<file path="src/rtl/condflow_pkg.sv">
// condflow shared types: merge FSM state encoding and
// the arbitration helper used by the two-way merge.
package condflow_pkg;

    typedef enum logic [2:0] {
        IDLE  = 3'd0,
        SETUP = 3'd1,
        REQ   = 3'd2,
        RTZ   = 3'd3,
        ACK   = 3'd4
    } state_t;

    // Round-robin pointer value after reset, so the first
    // contention goes to channel 0.
    localparam logic LAST_RST = 1'b1;

    // Winner select: a lone requester wins, contention flips
    // away from whoever was served last.
    function automatic logic pick(
        input logic r0,
        input logic r1,
        input logic last
    );
        if (r0 && r1) begin
            return ~last;
        end
        return r1;
    endfunction

endpackage

</file>
<file path="src/rtl/merge2_sync_sync_bit.sv">
// Single-bit synchronizer: SYNC-deep flop chain with async
// active-low clear; SYNC=0 makes it a plain wire.
module sync_bit #(
    parameter int SYNC = 2
) (
    input  logic clk,
    input  logic rst,
    input  logic d,
    output logic q
);

    generate
        if (SYNC == 0) begin : g_bypass
            logic unused_clk_rst;
            assign unused_clk_rst = clk ^ rst;
            assign q = d;
        end else begin : g_chain
            logic [SYNC-1:0] chain;

            // shift the asynchronous level through the chain
            always_ff @(posedge clk or negedge rst) begin
                if (!rst) begin
                    chain <= '0;
                end else begin
                    chain[0] <= d;
                    for (int i = 1; i < SYNC; i++) begin
                        chain[i] <= chain[i-1];
                    end
                end
            end

            assign q = chain[SYNC-1];
        end
    endgenerate

endmodule

</file>
<file path="src/rtl/merge2_sync.sv">
// Two-way arbitrated four-phase merge with synchronized
// handshakes; every output comes straight from a flop.
module merge2_sync
    import condflow_pkg::*;
#(
    parameter int N    = 1,
    parameter int SYNC = 2
) (
    input  logic         clk,
    input  logic         rst,
    input  logic         r0_i,
    output logic         a0_i,
    input  logic [N-1:0] d0_i,
    input  logic         r1_i,
    output logic         a1_i,
    input  logic [N-1:0] d1_i,
    output logic         r_o,
    input  logic         a_o,
    output logic [N-1:0] d_o,
    output logic         s_o
);

    logic   r0s;
    logic   r1s;
    logic   aos;
    logic   last;
    logic   w;
    logic   rws;
    state_t state;

    sync_bit #(.SYNC(SYNC)) u_sync_r0 (
        .clk (clk),
        .rst (rst),
        .d   (r0_i),
        .q   (r0s)
    );

    sync_bit #(.SYNC(SYNC)) u_sync_r1 (
        .clk (clk),
        .rst (rst),
        .d   (r1_i),
        .q   (r1s)
    );

    sync_bit #(.SYNC(SYNC)) u_sync_ao (
        .clk (clk),
        .rst (rst),
        .d   (a_o),
        .q   (aos)
    );

    // s_o doubles as the latched winner for the whole token
    assign w   = pick(r0s, r1s, last);
    assign rws = s_o ? r1s : r0s;

    // merge handshake sequencer with registered outputs
    always_ff @(posedge clk or negedge rst) begin
        if (!rst) begin
            state <= IDLE;
            last  <= LAST_RST;
            r_o   <= 1'b0;
            a0_i  <= 1'b0;
            a1_i  <= 1'b0;
            d_o   <= '0;
            s_o   <= 1'b0;
        end else begin
            unique case (state)
                IDLE: begin
                    if (r0s || r1s) begin
                        d_o   <= w ? d1_i : d0_i;
                        s_o   <= w;
                        last  <= w;
                        state <= SETUP;
                    end
                end
                SETUP: begin
                    r_o   <= 1'b1;
                    state <= REQ;
                end
                REQ: begin
                    if (aos) begin
                        r_o   <= 1'b0;
                        state <= RTZ;
                    end
                end
                RTZ: begin
                    if (!aos) begin
                        if (s_o) begin
                            a1_i <= 1'b1;
                        end else begin
                            a0_i <= 1'b1;
                        end
                        state <= ACK;
                    end
                end
                ACK: begin
                    if (!rws) begin
                        a0_i  <= 1'b0;
                        a1_i  <= 1'b0;
                        state <= IDLE;
                    end
                end
                default: begin
                    state <= IDLE;
                end
            endcase
        end
    end

endmodule

</file>
<file path="config.mk">
export PLATFORM = sky130hd
export DESIGN_NAME = merge2_sync
export DESIGN_NICKNAME = d
export VERILOG_FILES = /design/src/rtl/condflow_pkg.sv /design/src/rtl/merge2_sync_sync_bit.sv /design/src/rtl/merge2_sync.sv
export SDC_FILE = /design/constraint.sdc
export NUM_CORES = 1
export LEC_CHECK = 0
export CAP_MARGIN = 40
export CORE_AREA = 2 2 39 41
export CTS_BUF_LIST = sky130_fd_sc_hd__clkbuf_16
export DETAILED_ROUTE_END_ITERATION = 10
export DIE_AREA = 0 0 41 43
export PLACE_DENSITY = 0.7
export SLEW_MARGIN = 5
export SYNTH_ARGS = -nofsm -noshare
export SYNTH_HDL_FRONTEND = slang
export SYNTH_SLANG_ARGS = --single-unit
</file>
<file path="constraint.sdc">
create_clock -name clk -period 1.3 [get_ports clk]
set_input_delay 0.26 -clock clk [delete_from_list [all_inputs] [get_ports clk]]
set_output_delay 0.26 -clock clk [all_outputs]
set_load 0.05 [all_outputs]
</file>
==> qor.csv, run 1 <==
metric,value,unit
Antenna Nets Post-Route,0,
PortBufs,11,
Tightest Pin Transition,0.3080,ns
CTS HTree Levels,1,
clk slew on worst S/H paths,0.05,ns
reg2reg setup slack,0.19,ns
Chip Width,41,µm
post-cts repair resize count,0,
pwr dens,2752,nW/µm²
Final setup viols,0,
CTS Buf Count,3,
Slew Limit Fails,0,
Final Hold Fails,0,
post-synthesis cell type count,21,
RSZ-0062 raised after global routing,false,
fill cell count,107,
max-capacitance violation count,0,
worst setup margin,0.1093,ns
Placement Setup Slack,0.09560,ns
Pleak,0.3766,nW
Period minus WS final,1.191,ns
vias in the first global route,397,
peak supply drop,1.686,mV
run status,finished clean,
startpoint types,flop,
fin nets,73,
Max Fclk,839.8,MHz
post-CTS setup buffer count,0,
clock buffer depth,2,
# diodes,0,
Std-Cell Rows,14,
clk sinks,15,
Hold WS,0.3238,ns
Critical Path Sink Type,output pin,
"commonest non-fill, non-tap cells in the layout","dfrtp_1, clkdlybuf4s50_1, a21oi_1, buf_12",
crit path DAT,0.93,ns
via count,403,
Initial DRC Count,2,
detailed-route wire length per cell,11.49,µm
Routed WL,931,µm
syn_area_per_cell,11.80,µm²
initial antenna violation count,0,
Die H,43,µm
synthesized flop and latch total,15,
remaining global-route overflow,0,
relative slew slack,0.7947,
Hold Crit Class,in -> async,
Syn. warnings,0,
Detailed Routing Iterations Pass 1,4,
Root Buffer,clkbuf_16,
RePlAce Congestion,0.6747,
Setup TNS,0,ns
Initial Utilization,0.4177,
worst clock skew,0.001725,ns
"most common cell after layout, fill and taps aside",dfrtp_1,
hpwl dp,631.3,µm
Mapped Area,578.1,µm²
Synth Instances,49,
Synth-to-Final Area Change,46.75,%
CTS tree,yes,
Crit Path Category,reg -> out,
syn nets,56,
gr usage total,0.1528,
Critical Path Fanout Max,4,
Skew-Pair Late Insertion Delay,0.25,ns
DRC,0,
sequential area share after synthesis,0.6515,
io pins,12,
die area,1763,µm²
core footprint,1384,µm²
Hold Buf Count CTS,0,
largest net degree at the start of global routing,16,
first-pass GRT wire length,1.676,mm
Vias/cell,4.975,
Final Cycle Share,0.9159,
share of cells above drive strength 1,0.2000,
CP Data Required Time,1.04,ns
-- cell usage after synthesis --
cell / number / share of area
a22o_1: 1 / 0.015
nand4bb_1: 1 / 0.019
or2_1: 1 / 0.011
dfrtp_1: 14 / 0.61
a22oi_1: 1 / 0.013
nand3_1: 2 / 0.017
mux2i_1: 1 / 0.017
o21ai_1: 1 / 0.0086
o31ai_1: 1 / 0.013
buf_2: 1 / 0.0086
a21oi_1: 5 / 0.043
nor2_1: 4 / 0.026
and3_1: 1 / 0.011
nand2_1: 2 / 0.013
a31oi_1: 3 / 0.032
nor3_4: 1 / 0.028
dfstp_2: 1 / 0.045
o21a_1: 2 / 0.026
inv_1: 4 / 0.026
nor3_1: 1 / 0.0086
nand2b_1: 1 / 0.011
-- report_power, final --
group / switching, mW / internal [mW] / leakage, nW
logic: 0.463 / 0.466 / 0.161
clock network: 0.192 / 0.411 / 0.0409
registers: 0.180 / 0.622 / 0.174
-- per-stage QoR --
| stage | instances | total power, mW | utilization | area, µm² |
|---|---|---|---|---|
| floorplan | 49 | 1.291 | - | 578.1 |
| global placement | 77 | 1.724 | 0.5552 | 768.2 |
| detailed placement | 77 | 1.741 | 0.5552 | 768.2 |
| CTS | 81 | 2.363 | 0.6130 | 848.3 |
| global route | 81 | 2.465 | 0.6130 | 848.3 |
| finish | 81 | 2.334 | 0.6130 | 848.3 |
-- critical path, stage by stage (launching register included) --
cell and delay (ns):
dfrtp_1 0.38, buf_4 0.16, buf_12 0.14
-- area by class of cell --
cell class / count / area (µm²) / area share
clock buffer: 3 / 75.07 / 0.08850
clock inverter: 1 / 5.005 / 0.005900
inverter: 4 / 15.01 / 0.01770
multi-input combinational: 29 / 181.4 / 0.2139
sequential: 15 / 376.6 / 0.4440
tap: 16 / 20.02 / 0.02360
timing repair buffer: 13 / 175.2 / 0.2065
-- cell families (layout without fill, tap and decap cells) --
| kind of cell | Yosys count | in the layout | share of synthesized area |
|---|---|---|---|
| AND/OR/NAND/NOR | 14 | 14 | 0.1450 |
| multiplexers | 1 | 1 | 0.01732 |
| AO/OA/AOI/OAI | 14 | 14 | 0.1515 |
| buffers and inverters | 5 | 21 | 0.03462 |
| flip-flops | 15 | 15 | 0.6515 |
-- path summary, 6_finish.rpt --
kind	start	end	depth (start not counted)
min in group clk	u_sync_ao.g_chain.chain[0]	u_sync_ao.g_chain.chain[1]	0
max in group asynchronous	rst	last	2
setup reg to reg	state[1]	a1_i	3
hold / removal	rst	state[2]	2
hold reg to reg	u_sync_ao.g_chain.chain[0]	u_sync_ao.g_chain.chain[1]	0
setup / recovery	s_o	s_o	2
-- metal layers --
| layer | global-route usage | vias to the layer above | share of wire |
|---|---|---|---|
| li1 | - | 203 | - |
| met1 | 0.1931 | 183 | 0.44 |
| met2 | 0.1875 | 12 | 0.44 |
| met3 | 0.06283 | 5 | 0.066 |
| met4 | 0.1400 | 0 | 0.048 |
| met5 | 0 | - | 0 |
-- registers in the layout (all words and copies together) (netlist names) --
register and cells:
state 3, u_sync_ao.g_chain.chain 2, u_sync_r0.g_chain.chain 2, u_sync_r1.g_chain.chain 2, a0_i 1, a1_i 1
d_o 1, last 1, r_o 1, s_o 1
Power figures use the tool's default switching activity.
==> run 2: changes to the inputs <==
--- a/config.mk
+++ b/config.mk
@@ -8,6 +8,7 @@
 export CAP_MARGIN = 40
 export CORE_AREA = 2 2 39 41
 export CTS_BUF_LIST = sky130_fd_sc_hd__clkbuf_16
+export CTS_CLUSTER_SIZE = 14
 export DETAILED_ROUTE_END_ITERATION = 10
 export DIE_AREA = 0 0 41 43
 export PLACE_DENSITY = 0.7
==> results of run 2 <==
Final layout, timing and power as in run 1 (identical DEF).
